===== config.mk =====
export PLATFORM = sky130hd
export DESIGN_NAME = rgb_breath_scheduler
export DESIGN_NICKNAME = d
export VERILOG_FILES = /design/src/rtl/rgb_breath_scheduler.sv
export SDC_FILE = /design/constraint.sdc
export NUM_CORES = 1
export LEC_CHECK = 0
export ABC_AREA = 1
export CAP_MARGIN = 5
export CORE_MARGIN = 2
export CORE_UTILIZATION = 30
export DETAILED_ROUTE_END_ITERATION = 7
export SKIP_CTS_REPAIR_TIMING = 1
export SLEW_MARGIN = 10
export SYNTH_ARGS = -nofsm -noshare
export SYNTH_HDL_FRONTEND = slang
export SYNTH_SLANG_ARGS = --single-unit

===== constraint.sdc =====
create_clock -name clk -period 17 [get_ports clk]
set_clock_uncertainty 0.1 [all_clocks]
set_input_delay 1.7 -clock clk [delete_from_list [all_inputs] [get_ports clk]]
set_output_delay 1.7 -clock clk [all_outputs]
set_load 0.03 [all_outputs]

===== src/rtl/rgb_breath_scheduler.sv =====
// ============================================================================
// rgb_breath_scheduler
// One breathing RGB channel: PWM duty envelope and colour schedule from switches/button.
// Revision: 1.0
// ============================================================================
`default_nettype none

module rgb_breath_scheduler #(
    parameter int TICK_DIV   = 1000,
    parameter int PWM_MAX    = 255,
    parameter int HOLD_STEPS = 64,
    parameter int DEBOUNCE   = 50000
) (
    input  logic       clk,
    input  logic       real_rst,
    input  logic [3:0] swx,
    input  logic [3:0] swy,
    input  logic       btn,
    output logic       led_r_n,
    output logic       led_g_n,
    output logic       led_b_n,
    output logic [2:0] cur_color,
    output logic [2:0] state_o,
    output logic       cycle_done
);

    localparam int DW = $clog2(PWM_MAX + 1);
    localparam int HW = (HOLD_STEPS > 1) ? $clog2(HOLD_STEPS) : 1;
    localparam int CW = (DEBOUNCE > 1) ? $clog2(DEBOUNCE) : 1;

    localparam logic [DW-1:0] c_duty_top  = DW'(PWM_MAX - 1);
    localparam logic [DW-1:0] c_duty_one  = DW'(1);
    localparam logic [HW-1:0] c_hold_last = HW'(HOLD_STEPS - 1);
    localparam logic [HW-1:0] c_hold_one  = HW'(1);
    localparam logic [CW-1:0] c_db_last   = CW'(DEBOUNCE - 1);
    localparam logic [CW-1:0] c_db_one    = CW'(1);
    localparam logic [23:0]   c_tick_div  = 24'(TICK_DIV);

    typedef enum logic [2:0] {
        S_IDLE    = 3'd0,
        S_RISE    = 3'd1,
        S_HOLD_HI = 3'd2,
        S_FALL    = 3'd3,
        S_HOLD_LO = 3'd4
    } state_t;

    state_t          r_state, w_state_nx;
    logic [DW-1:0]   r_duty, w_duty_nx;
    logic [HW-1:0]   r_hold, w_hold_nx;
    logic [23:0]     r_presc, w_presc_nx;
    logic [2:0]      r_idx, w_idx_nx;
    logic [2:0]      r_color, w_color_nx;
    logic            r_man, w_man_nx;
    logic            r_done, w_done_nx;

    logic            r_sync1, r_sync2, r_db_level;
    logic [CW-1:0]   r_db_cnt;
    logic [DW-1:0]   r_pwm;
    logic            r_led_r_n, r_led_g_n, r_led_b_n;

    logic [23:0]     w_period;
    logic            w_tick;
    logic            w_en;
    logic            w_press;
    logic            w_lit;
    logic [2:0]      w_adv_idx;

    function automatic logic [2:0] f_auto_mask(input logic [2:0] idx);
        case (idx)
            3'd0:    f_auto_mask = 3'b001;
            3'd1:    f_auto_mask = 3'b011;
            3'd2:    f_auto_mask = 3'b010;
            3'd3:    f_auto_mask = 3'b110;
            3'd4:    f_auto_mask = 3'b100;
            3'd5:    f_auto_mask = 3'b101;
            default: f_auto_mask = 3'b111;
        endcase
    endfunction

    assign w_period = ({20'd0, swx} + 24'd1) * c_tick_div;
    assign w_tick   = (r_presc >= (w_period - 24'd1));
    assign w_en     = !(swy[3] && (swy[2:0] == 3'b000));
    assign w_press  = r_sync2 && !r_db_level && (r_db_cnt == c_db_last);
    assign w_lit    = (r_pwm < r_duty);
    // Returning from manual restarts the auto rotation at its first colour.
    assign w_adv_idx = r_man ? 3'd0 : ((r_idx == 3'd6) ? 3'd0 : r_idx + 3'd1);

    always_ff @(posedge clk) begin
        if (real_rst) begin
            r_state <= S_IDLE;
            r_duty  <= '0;
            r_hold  <= '0;
            r_presc <= '0;
            r_idx   <= '0;
            r_color <= '0;
            r_man   <= 1'b0;
            r_done  <= 1'b0;
        end else begin
            r_state <= w_state_nx;
            r_duty  <= w_duty_nx;
            r_hold  <= w_hold_nx;
            r_presc <= w_presc_nx;
            r_idx   <= w_idx_nx;
            r_color <= w_color_nx;
            r_man   <= w_man_nx;
            r_done  <= w_done_nx;
        end
    end

    always_comb begin
        w_state_nx = r_state;
        w_duty_nx  = r_duty;
        w_hold_nx  = r_hold;
        w_presc_nx = w_tick ? 24'd0 : r_presc + 24'd1;
        w_idx_nx   = r_idx;
        w_color_nx = r_color;
        w_man_nx   = r_man;
        w_done_nx  = 1'b0;

        if (!w_en) begin
            w_state_nx = S_IDLE;
            w_duty_nx  = '0;
            w_hold_nx  = '0;
            w_presc_nx = '0;
            w_color_nx = 3'b000;
        end else if (r_state == S_IDLE) begin
            w_state_nx = S_RISE;
            w_duty_nx  = '0;
            w_hold_nx  = '0;
            w_presc_nx = '0;
            w_idx_nx   = 3'd0;
            w_man_nx   = swy[3];
            w_color_nx = swy[3] ? swy[2:0] : 3'b001;
        end else if (w_press && !swy[3]) begin
            // Press overrides any tick landing on the same cycle.
            w_state_nx = S_RISE;
            w_duty_nx  = '0;
            w_hold_nx  = '0;
            w_presc_nx = '0;
            w_idx_nx   = w_adv_idx;
            w_color_nx = f_auto_mask(w_adv_idx);
            w_man_nx   = 1'b0;
            w_done_nx  = 1'b1;
        end else if (w_tick) begin
            case (r_state)
                S_RISE: begin
                    w_duty_nx = r_duty + c_duty_one;
                    if (r_duty == c_duty_top) begin
                        w_state_nx = S_HOLD_HI;
                        w_hold_nx  = '0;
                    end
                end
                S_HOLD_HI: begin
                    if (r_hold == c_hold_last) begin
                        w_state_nx = S_FALL;
                        w_hold_nx  = '0;
                    end else begin
                        w_hold_nx = r_hold + c_hold_one;
                    end
                end
                S_FALL: begin
                    w_duty_nx = r_duty - c_duty_one;
                    if (r_duty == c_duty_one) begin
                        w_state_nx = S_HOLD_LO;
                        w_hold_nx  = '0;
                    end
                end
                S_HOLD_LO: begin
                    if (r_hold == c_hold_last) begin
                        w_state_nx = S_RISE;
                        w_hold_nx  = '0;
                        w_done_nx  = 1'b1;
                        if (swy[3]) begin
                            w_color_nx = swy[2:0];
                            w_man_nx   = 1'b1;
                        end else begin
                            w_idx_nx   = w_adv_idx;
                            w_color_nx = f_auto_mask(w_adv_idx);
                            w_man_nx   = 1'b0;
                        end
                    end else begin
                        w_hold_nx = r_hold + c_hold_one;
                    end
                end
                default: begin
                    w_state_nx = S_IDLE;
                    w_duty_nx  = '0;
                end
            endcase
        end
    end

    // Button: two-flop synchroniser, then symmetric press/release debounce.
    always_ff @(posedge clk) begin
        if (real_rst) begin
            r_sync1    <= 1'b0;
            r_sync2    <= 1'b0;
            r_db_level <= 1'b0;
            r_db_cnt   <= '0;
        end else begin
            r_sync1 <= btn;
            r_sync2 <= r_sync1;
            if (r_sync2 != r_db_level) begin
                if (r_db_cnt == c_db_last) begin
                    r_db_level <= r_sync2;
                    r_db_cnt   <= '0;
                end else begin
                    r_db_cnt <= r_db_cnt + c_db_one;
                end
            end else begin
                r_db_cnt <= '0;
            end
        end
    end

    // LEDs blank on the same edge the FSM drops into IDLE.
    always_ff @(posedge clk) begin
        if (real_rst) begin
            r_pwm     <= '0;
            r_led_r_n <= 1'b1;
            r_led_g_n <= 1'b1;
            r_led_b_n <= 1'b1;
        end else begin
            r_pwm <= (r_pwm >= c_duty_top) ? '0 : r_pwm + c_duty_one;
            if (w_state_nx == S_IDLE) begin
                r_led_r_n <= 1'b1;
                r_led_g_n <= 1'b1;
                r_led_b_n <= 1'b1;
            end else begin
                r_led_r_n <= ~(r_color[0] & w_lit);
                r_led_g_n <= ~(r_color[1] & w_lit);
                r_led_b_n <= ~(r_color[2] & w_lit);
            end
        end
    end

    assign led_r_n    = r_led_r_n;
    assign led_g_n    = r_led_g_n;
    assign led_b_n    = r_led_b_n;
    assign cur_color  = r_color;
    assign state_o    = r_state;
    assign cycle_done = r_done;

endmodule

`default_nettype wire


==> results of run 1 <==
## registers in the layout, summed over array words and instances, names as in the netlist
name        count
r_sync2         1
r_man           1
state_o         3
r_db_cnt       16
led_r_n         1
cycle_done      1
cur_color       3
led_g_n         1
r_hold          6
r_db_level      1
r_presc        24
r_sync1         1
r_idx           3
r_duty          8
r_pwm           8
led_b_n         1
## metal layers
layer / vias up / part of all wire (%)
li1: 2770 / -
met1: 2312 / 51
met2: 51 / 45
met3: 20 / 1.8
met4: 0 / 2.8
met5: - / 0
## cell families after synthesis
logic type	share of synthesized area, %
buffers and inverters	10.17
XOR/XNOR	4.422
AO/OA/AOI/OAI	9.771
adder cells (fa/ha/maj)	16.42
AND/OR/NAND/NOR	32.60
flip-flops	26.62
## worst max-delay path, delay by kind of cell
kind | cells | cell delay, ps
adder cells (fa/ha/maj) | 6 | 2690
AND/OR/NAND/NOR | 14 | 2440
buffers and inverters | 7 | 1390
XOR/XNOR | 1 | 270
AO/OA/AOI/OAI | 1 | 180
## final timing paths
check                      to  depth (start not counted)         from  slack (ps)
setup / recovery    r_duty[3]                         29       swx[0]        8480
hold / removal        r_sync2                          2      r_sync1         300
setup reg to reg  r_presc[13]                         10  r_db_cnt[0]       14250
hold reg to reg       r_sync2                          2      r_sync1         300
## Yosys cell counts (4+ instances only)
cell      count  share of area, %
a21oi_1      51               4.3
buf_2         4              0.34
dfxtp_1      79                27
fa_1         10               3.4
ha_1         62                13
inv_1       140               8.8
inv_2         8              0.51
nand2_1     161                10
nand2_2       8              0.84
nand3_1      46               3.9
nand4_1      24               2.5
nor2_1       90               5.7
nor2_4        4              0.76
nor3_1       24               2.0
nor3_2        5              0.84
nor3b_2       6               1.3
nor4_1        6              0.63
o211ai_1      4              0.51
o21ai_0      27               2.3
o21ai_1       7              0.59
o22ai_1       5              0.53
or2_2         6              0.63
xnor2_1       8               1.2
xor2_1       22               3.2
## power groups by stage
stage	registers, mW	logic (mW)	clock network, mW
6_report	0.192	0.195	0.172
5_1_grt	0.192	0.233	0.183
4_1_cts	0.192	0.197	0.177
3_5_place_dp	0.196	0.195	0
3_3_place_gp	0.196	0.195	0
2_1_floorplan	0.197	0.154	0
## area by class of cell
type                    instances  area, um^2  area share, %
clock buffers                  10       229.0          3.423
clock inverters                 4       25.02         0.3741
inverters                     150       565.5          8.455
multi-input cells             608        3756          56.15
flip-flops and latches         79        1582          23.64
well taps                     265       331.6          4.957
repair buffers                 20       200.2          2.993
==> results.txt, run 1 <==
----------------------------------------------------
[Floorplan]
  Area of the core ... between 0.015 and 0.02 mm^2
  Top Ports ... 21
  Die outline width ... roughly 140 um
  Total number of placement rows ... 51
  Die Footprint ... roughly 0.021 mm^2
  Height of the die ... about 140 um
  Initial Util ... a little under a third

[Power]
  PwrDens ... around 84 mW/mm^2
  Leakage power ... 2.829 nW
  Power consumption ... roughly 0.56 mW
  Net load switching power ... roughly 0.20 mW
  Switching Fraction ... a little over a third
  Internal power summed over all cells ... 0.3579 mW
  Worst vdd ir ... approximately 0.033 mV
  Clock share of power ... between 30% and 40%
  Combinational share of power ... 34.9%
  Sequential cell fraction of total power ... 34.3%

[GRT]
  Number of global-route vias before repair ... roughly 4900
  First-pass GRT wire length ... approximately 22 mm
  Met3 Usage GRT ... under 10%
  Met1 layer usage reported by global route ... between 15 and 20%
  Antenna violations before repair ... 0
  Pin count of the biggest net entering global routing ... 25
  Total congestion overflow after global routing ... 0
  GRT busiest layer ... met2
  Met2 usage in global routing ... a little over a fifth
  Global routing usage summed across all routing layers ... 12.59%

[Final layout]
  Post-layout utilization of the core ... approximately a third
  Design Area, Final ... between 0.006 and 0.007 mm^2
  Fin nets ... 951
  Number of non-filler instances in the completed layout ... ~1100
  Number of fill cells in the layout ... between 2000 and 2500
  Ratio of cells with drive above 1 in the final layout ... approximately 7.5%
  Antenna fix cells ... 0
  Commonest non-fill, non-tap cells in the layout ... 161 x nand2_1, 140 x inv_1, 90 x nor2_1, 79 x dfxtp_1, 62 x ha_1
  Leading cell type in the layout, fill and taps excluded ... nand2_1
  P&R area growth vs syn ... 12.57%

[Placed design]
  Cell count after placement ... about 1100
  Pre-CTS setup slack ... slightly above 8000 ps
  Detailed placement HPWL ... approximately 9.7 mm
  Post-detailed-placement cell area ... between 0.006 and 0.007 mm^2
  IO buf count ... 20
  Weighted congestion reported at the end of routability-driven placement ... roughly 0.9

[Setup path]
  Largest driver fanout on the critical path ... 11
  Max stage delay cell, worst path ... clkdlybuf4s50_1
  Critical Path End Type ... flip-flop
  Data arrival time at the worst-slack endpoint ... a little under 9000 ps
  Crit path largest cell delay ... between 700 and 800 ps
  Critical path start-end classification ... input pin to flip-flop
  Worst setup SP type ... input pin
  Required time of the critical path ... approximately 17000 ps
  Cell repeated most along the worst path ... inv_1

[Routing]
  First-iteration detailed-routing DRC count ... approximately 180
  Overall routed net length ... between 10 and 15 mm
  Count of vias placed by the detailed router ... between 5000 and 6000
  WL/cell ... ~11 um
  DRC ... 0
  Routed Antenna Nets ... 0
  Per-cell via count in the routed design ... around 4.5
  Detailed Routing Iterations Pass 1 ... 4

[Synth]
  Async S/R FF share, synth ... 0%
  Net count of the mapped netlist ... around 930
  Mapped Cells ... roughly 840
  Sequential element share of the synthesized area ... between 20% and 30%
  Number of synthesized register bits ... 79
  Cell area after synthesis ... 0.005942 mm^2
  Commonest register cell after synthesis ... dfxtp_1
  Distinct cells, synth ... between 40 and 50
  Yosys warnings ... 0
  Post-Synthesis Mean Instance Area ... between 7 and 8 um^2
  EDFF count, synth ... 0

[STA]
  Post-route fraction of the period consumed by the critical path ... around half
  Relative slew slack ... 38.59%
  Worst-Margin Slew ... about 900 ps
  RSZ-0062 raised after global routing ... no
  Endpoints failing hold ... 0
  Number of failing setup endpoints in the final timing report ... 0
  Final slew viol count ... 0
  Post-layout worst setup margin ... ~8500 ps
  Time the worst path needs with I/O delays and setup ... 8521 ps
  Hold slack final ... approximately 300 ps
  Setup Total Neg Slack ... 0 ps
  Timing-limited maximum frequency ... 117.4 MHz

[Clocking]
  CTS max path bufs ... 2
  H-tree Lvls ... 3
  Clock net sink count ... 79
  Buffer type at the clock tree root ... clkbuf_16
  Clock-pin slew on the worst setup and hold paths ... roughly 60 ps
  Skew-Pair Late Insertion Delay ... about 340 ps
  Cts bufs inserted ... 9
  TritonCTS clock tree ... yes

[Worst hold path]
  HP Class ... flip-flop to flip-flop

[Run status]
  Status ... finished clean

[Flow run]
  Max-cap check violation count ... 0

----------------------------------------------------
Note: power is estimated with default switching activity, not from simulation.
==> inputs of run 2 (changes only) <==
==> constraint.sdc (replaced) <==
create_clock -name clk -period 7.5 [get_ports clk]
set_clock_uncertainty 0.1 [all_clocks]
set_input_delay 0.75 -clock clk [delete_from_list [all_inputs] [get_ports clk]]
set_output_delay 0.75 -clock clk [all_outputs]
set_load 0.03 [all_outputs]
==> results.txt, run 2 (synthesis results as in run 1) <==
----------------------------------------------------
[Clocking]
  Buffer type at the clock tree root ... clkbuf_16
  TritonCTS clock tree ... yes
  Clock-pin slew on the worst setup and hold paths ... 60 ps (about the same)
  Skew-Pair Late Insertion Delay ... 340 ps (about the same)
  CTS max path bufs ... 2 (unchanged)
  Clock net sink count ... 79 (unchanged)
  H-tree Lvls ... 3 (unchanged)
  Cts bufs inserted ... 9 (unchanged)

[Run status]
  Status ... finished clean

[Worst hold path]
  HP Class ... flip-flop to flip-flop

[Setup path]
  Max stage delay cell, worst path ... fa_1
  Crit path largest cell delay ... 610 ps (-130 ps)
  Data arrival time at the worst-slack endpoint ... 6860 ps (-1810 ps)
  Critical Path End Type ... flip-flop
  Worst setup SP type ... input pin
  Critical path start-end classification ... input pin to flip-flop
  Required time of the critical path ... 7670 ps (-9480 ps)
  Cell repeated most along the worst path ... inv_1
  Largest driver fanout on the critical path ... 11 (unchanged)

[Power]
  PwrDens ... 198.0 mW/mm^2 (+140%)
  Switching Fraction ... 35.00% (-0.98 points)
  Clock share of power ... 34.5% (+3.7 points)
  Worst vdd ir ... 0.1109 mV (+240%)
  Combinational share of power ... 33.2% (-1.7 points)
  Sequential cell fraction of total power ... 32.3% (-2.0 points)
  Internal power summed over all cells ... 0.8727 mW (+140%)
  Net load switching power ... 0.4698 mW (+130%)
  Leakage power ... 2.881 nW (+1.8%)

[STA]
  RSZ-0062 raised after global routing ... no
  Time the worst path needs with I/O delays and setup ... ~6700 ps
  Final slew viol count ... 0 (unchanged)
  Post-layout worst setup margin ... 803.5 ps (-7676 ps)
  Timing-limited maximum frequency ... between 100 and 150 MHz
  Post-route fraction of the period consumed by the critical path ... between 80 and 90%
  Relative slew slack ... 37.02% (-1.6 points)
  Worst-Margin Slew ... 936.7 ps (+23.36 ps)
  Number of failing setup endpoints in the final timing report ... 0 (unchanged)
  Setup Total Neg Slack ... 0 ps (unchanged)
  Endpoints failing hold ... 0 (unchanged)

[Floorplan]
  Initial Util ... 30.53% (unchanged)
  Height of the die ... 144.7 um (unchanged)
  Die Footprint ... 0.02095 mm^2 (unchanged)
  Area of the core ... 0.01946 mm^2 (unchanged)
  Total number of placement rows ... 51 (unchanged)
  Top Ports ... 21 (unchanged)
  Die outline width ... 144.7 um (unchanged)

[GRT]
  Number of global-route vias before repair ... 4875 (-0.49%)
  First-pass GRT wire length ... 22.14 mm (+2.3%)
  Total congestion overflow after global routing ... 0 (unchanged)
  Antenna violations before repair ... 0 (unchanged)
  Pin count of the biggest net entering global routing ... 25 (unchanged)
  Global routing usage summed across all routing layers ... 12.90% (+0.31 points)

[Final layout]
  Leading cell type in the layout, fill and taps excluded ... nand2_1
  Flip-flop count of the largest register after layout ... 24 (unchanged)
  Register with the most flip-flops ... r_presc
  P&R area growth vs syn ... 14.13%
  Commonest non-fill, non-tap cells in the layout ... 161 x nand2_1, 140 x inv_1, 90 x nor2_1, 79 x dfxtp_1, 62 x ha_1
  Fin nets ... 955 (+0.42%)
  Ratio of cells with drive above 1 in the final layout ... 8.210% (+0.75 points)
  Antenna fix cells ... 0 (unchanged)
  Number of fill cells in the layout ... 2065 (-0.96%)
  Largest registers ranked by flip-flop count ... r_presc x24, r_db_cnt x16

[Placed design]
  Detailed placement HPWL ... 9.654 mm (-0.28%)
  Weighted congestion reported at the end of routability-driven placement ... 0.8938 (-2.6%)
  IO buf count ... 20 (unchanged)
  Pre-CTS setup slack ... 102.1 ps (-8006 ps)

[Routing]
  DRC ... 0 (unchanged)
  Overall routed net length ... 12.32 mm (+0.49%)
  WL/cell ... 10.79 um (about the same)
  Per-cell via count in the routed design ... 4.543 (+0.15%)
  First-iteration detailed-routing DRC count ... 280 (+56%)
  Count of vias placed by the detailed router ... 5188 (+0.68%)
  Detailed Routing Iterations Pass 1 ... 7 (+3)
  Routed Antenna Nets ... 0 (unchanged)

[Flow run]
  Max-cap check violation count ... 0 (unchanged)

----------------------------------------------------
## run 2: cell count changes in the layout (fill, tap and decap cells not counted), moves of 2 or more
cell / change
buf_4: +4
clkbuf_8: +2
clkinv_2: -2
inv_6: +2
## run 2: metal layers
metal	track usage [%]	wire length (um)	vias up
li1	-	-	2800
met4	3.883	210	0
met1	17.20	6277	2306
met5	0	0	-
met3	2.073	279	14
met2	21.50	5552	68
## run 2: power groups by stage
| stage | combinational, mW | sequential (mW) | clock (mW) |
|---|---|---|---|
| after floorplan | 0.350 | 0.446 | 0 |
| after global placement | 0.446 | 0.444 | 0 |
| after detailed placement | 0.445 | 0.443 | 0 |
| after CTS | 0.451 | 0.434 | 0.479 |
| after global routing | 0.522 | 0.435 | 0.499 |
| final | 0.446 | 0.434 | 0.463 |
## run 2: worst paths after layout
check / start / endpoint / slack (ps) / cells past startpoint
worst max-delay path: swx[2] / r_duty[4] / 800 / 30
worst min-delay path: r_sync1 / r_sync2 / 310 / 2
worst max register to register: r_db_cnt[0] / r_presc[13] / 4760 / 10
worst min register to register: r_sync1 / r_sync2 / 310 / 2
## run 2: through the flow
step	util, %	power, mW	hold WS, ps	instance area [um^2]	instances
global placement	33.18	0.8893	290.0	6457	1125
CTS	34.81	1.363	306.9	6774	1141
global route	34.84	1.456	340.1	6782	1142
finish	34.84	1.343	306.0	6782	1142
detailed placement	33.18	0.8881	298.0	6457	1125
floorplan	-	0.7960	288.3	5942	843
## run 2: layout make-up
cell class | instances | area, um^2 | area share (%)
Multi-Input combinational cell | 608 | 3756 | 55.39
Clock buffer | 11 | 252.7 | 3.727
Sequential cell | 79 | 1582 | 23.32
Tap cell | 265 | 331.6 | 4.889
Clock inverter | 5 | 63.81 | 0.9410
Inverter | 150 | 565.5 | 8.339
Timing Repair Buffer | 24 | 230.2 | 3.395
## run 2: worst max-delay path: cells and delay by family
kind | cells | cell delay [ps]
AO/OA/AOI/OAI | 1 | 150
XOR/XNOR | 2 | 540
adder cells (fa/ha/maj) | 5 | 2290
buffers and inverters | 8 | 1460
AND/OR/NAND/NOR | 14 | 1650
==> inputs of run 3 (changes only) <==
--- a/config.mk
+++ b/config.mk
@@ -10,6 +10,7 @@
 export CORE_MARGIN = 2
 export CORE_UTILIZATION = 30
 export DETAILED_ROUTE_END_ITERATION = 7
+export GPL_TIMING_DRIVEN = 0
 export SKIP_CTS_REPAIR_TIMING = 1
 export SLEW_MARGIN = 10
 export SYNTH_ARGS = -nofsm -noshare
==> results.txt, run 3 (synthesis results as in run 1) <==
----------------------------------------------------
[Final layout]
  Register with the most flip-flops ... r_presc
  Leading cell type in the layout, fill and taps excluded ... nand2_1
  Post-layout utilization of the core ... 34.84% (unchanged)
  Fin nets ... 958 (+0.31%)
  Largest registers ranked by flip-flop count ... r_presc x24, r_db_cnt x16
  Flip-flop count of the largest register after layout ... 24 (unchanged)
  Antenna fix cells ... 0 (unchanged)
  Commonest non-fill, non-tap cells in the layout ... 161 x nand2_1, 140 x inv_1, 90 x nor2_1, 79 x dfxtp_1, 62 x ha_1
  P&R area growth vs syn ... 14.13% (unchanged)
  Ratio of cells with drive above 1 in the final layout ... 8.532% (+0.32 points)

[Routing]
  First-iteration detailed-routing DRC count ... 195 (-30%)
  Count of vias placed by the detailed router ... 5177 (-0.21%)
  Detailed Routing Iterations Pass 1 ... 5 (-2)
  Routed Antenna Nets ... 0 (unchanged)
  Overall routed net length ... 12.25 mm (-0.55%)
  WL/cell ... 10.71 um (-0.73%)
  Per-cell via count in the routed design ... 4.525 (-0.39%)
  DRC ... 0 (unchanged)

[GRT]
  Pin count of the biggest net entering global routing ... 13 (-48%)
  Total congestion overflow after global routing ... 0 (unchanged)
  First-pass GRT wire length ... 21.23 mm (-4.1%)
  Number of global-route vias before repair ... 4777 (-2.0%)
  Antenna violations before repair ... 0 (unchanged)
  Global routing usage summed across all routing layers ... 12.36% (-0.55 points)

[Power]
  Sequential cell fraction of total power ... 33.5% (+1.2 points)
  Combinational share of power ... 34.4% (+1.2 points)
  PwrDens ... 191.2 mW/mm^2 (-3.4%)
  Worst vdd ir ... 0.09006 mV (-19%)
  Switching Fraction ... 34.93% (-0.071 points)
  Internal power summed over all cells ... 0.8437 mW (-3.3%)
  Clock share of power ... 32.1% (-2.4 points)
  Leakage power ... 2.885 nW (+0.13%)
  Power consumption ... 1.297 mW (-3.4%)
  Net load switching power ... 0.4528 mW (-3.6%)

[Placed design]
  Detailed placement HPWL ... 9.630 mm (-0.26%)
  IO buf count ... 20 (unchanged)
  Pre-CTS setup slack ... -544.0 ps (-646.2 ps)
  Weighted congestion reported at the end of routability-driven placement ... 0.8953 (+0.17%)

[Clocking]
  Clock-pin slew on the worst setup and hold paths ... 60 ps (about the same)
  CTS max path bufs ... 2 (unchanged)
  Cts bufs inserted ... 9 (unchanged)
  Skew-Pair Late Insertion Delay ... 330 ps (about the same)
  Buffer type at the clock tree root ... clkbuf_16
  Clock net sink count ... 79 (unchanged)
  TritonCTS clock tree ... yes
  H-tree Lvls ... 3 (unchanged)

[STA]
  Timing-limited maximum frequency ... 147.8 MHz (-1.0%)
  Post-layout worst setup margin ... 735.2 ps (-68.37 ps)
  Number of failing setup endpoints in the final timing report ... 0 (unchanged)
  Relative slew slack ... 39.12% (+2.1 points)
  Time the worst path needs with I/O delays and setup ... 6765 ps (+68.37 ps)
  Worst-Margin Slew ... 905.5 ps (-31.21 ps)
  Post-route fraction of the period consumed by the critical path ... 90.20% (+0.91 points)
  Endpoints failing hold ... 0 (unchanged)
  Final slew viol count ... 0 (unchanged)
  RSZ-0062 raised after global routing ... no

[Setup path]
  Critical Path End Type ... flip-flop
  Max stage delay cell, worst path ... fa_1
  Terminus of the critical flop-to-flop path ... r_presc[2]
  Crit path to ... r_presc[15]
  Largest driver fanout on the critical path ... 10 (-1)
  Cell depth of the worst flop-to-flop path ... 11 (+1)
  Required time of the critical path ... 7620 ps (-50 ps)
  Worst setup path startpoint ... swx[2]
  Reg2Reg Launch Point ... r_presc[5]
  Cell repeated most along the worst path ... inv_1
  Reg-to-reg setup timing slack ... 5290 ps (+530 ps)
  Crit path largest cell delay ... 610 ps (about the same)
  Data arrival time at the worst-slack endpoint ... 6880 ps (+20 ps)
  Critical path start-end classification ... input pin to flip-flop
  Worst setup SP type ... input pin

[Floorplan]
  Die outline width ... 144.7 um (unchanged)
  Die Footprint ... 0.02095 mm^2 (unchanged)
  Height of the die ... 144.7 um (unchanged)
  Area of the core ... 0.01946 mm^2 (unchanged)
  Total number of placement rows ... 51 (unchanged)
  Initial Util ... 30.53% (unchanged)
  Top Ports ... 21 (unchanged)

[Run status]
  Status ... finished clean

[Worst hold path]
  HP Class ... flip-flop to flip-flop
  Origin of the worst min-delay path ... r_sync1

[Flow run]
  Max-cap check violation count ... 0 (unchanged)

----------------------------------------------------
## run 3: layout make-up
type	instances	area [um^2]
inverters	150	565.5
multi-input cells	608	3769
plain buffers	6	38.79
clock buffers	13	270.3
repair buffers	21	210.2
well taps	265	331.6
flip-flops and latches	79	1582
clock inverters	2	15.01
fillers	2089	12680
## run 3: how the worst min path moves through the flow
stage / endpoint / slack [ps] / cells after the start
after floorplan: r_sync2 / 290 / 2
after global placement: r_sync2 / 290 / 2
after detailed placement: r_sync2 / 300 / 2
after CTS: r_sync2 / 300 / 2
after global routing: r_sync2 / 320 / 2
final: r_sync2 / 300 / 2
## run 3: worst max-delay path, delay by kind of cell
| kind | cells | cell delay, ps |
|---|---|---|
| fa+ha+maj | 5 | 2320 |
| xor+xnor | 2 | 560 |
| buf+inv | 9 | 1650 |
| simple gates | 14 | 1600 |
## run 3: routing by layer
layer	track usage (%)	wire (um)	vias to the layer above	part of all wire [%]
met5	0	0	-	0
li1	-	-	2793	-
met3	1.415	335	23	2.7
met1	16.32	6195	2282	51
met2	20.48	5420	79	44
met4	5.212	299	0	2.4
## run 3: power by group through the flow
stage / registers, mW / logic, mW / clock network (mW)
floorplan: 0.446 / 0.350 / 0
global placement: 0.443 / 0.441 / 0
detailed placement: 0.443 / 0.446 / 0
CTS: 0.434 / 0.450 / 0.431
global route: 0.435 / 0.519 / 0.443
finish: 0.434 / 0.446 / 0.417
## run 3: metrics by stage
stage                     TNS [ps]  hold slack (ps)  std cells  cell area, um^2
final                            0            302.1       1144             6782
after global routing             0            324.4       1144             6782
after CTS                    -4461            303.6       1143             6759
after detailed placement    -20290            295.4       1128             6474
after global placement      -18210            288.9       1128             6474
after floorplan                  0            288.3        843             5942
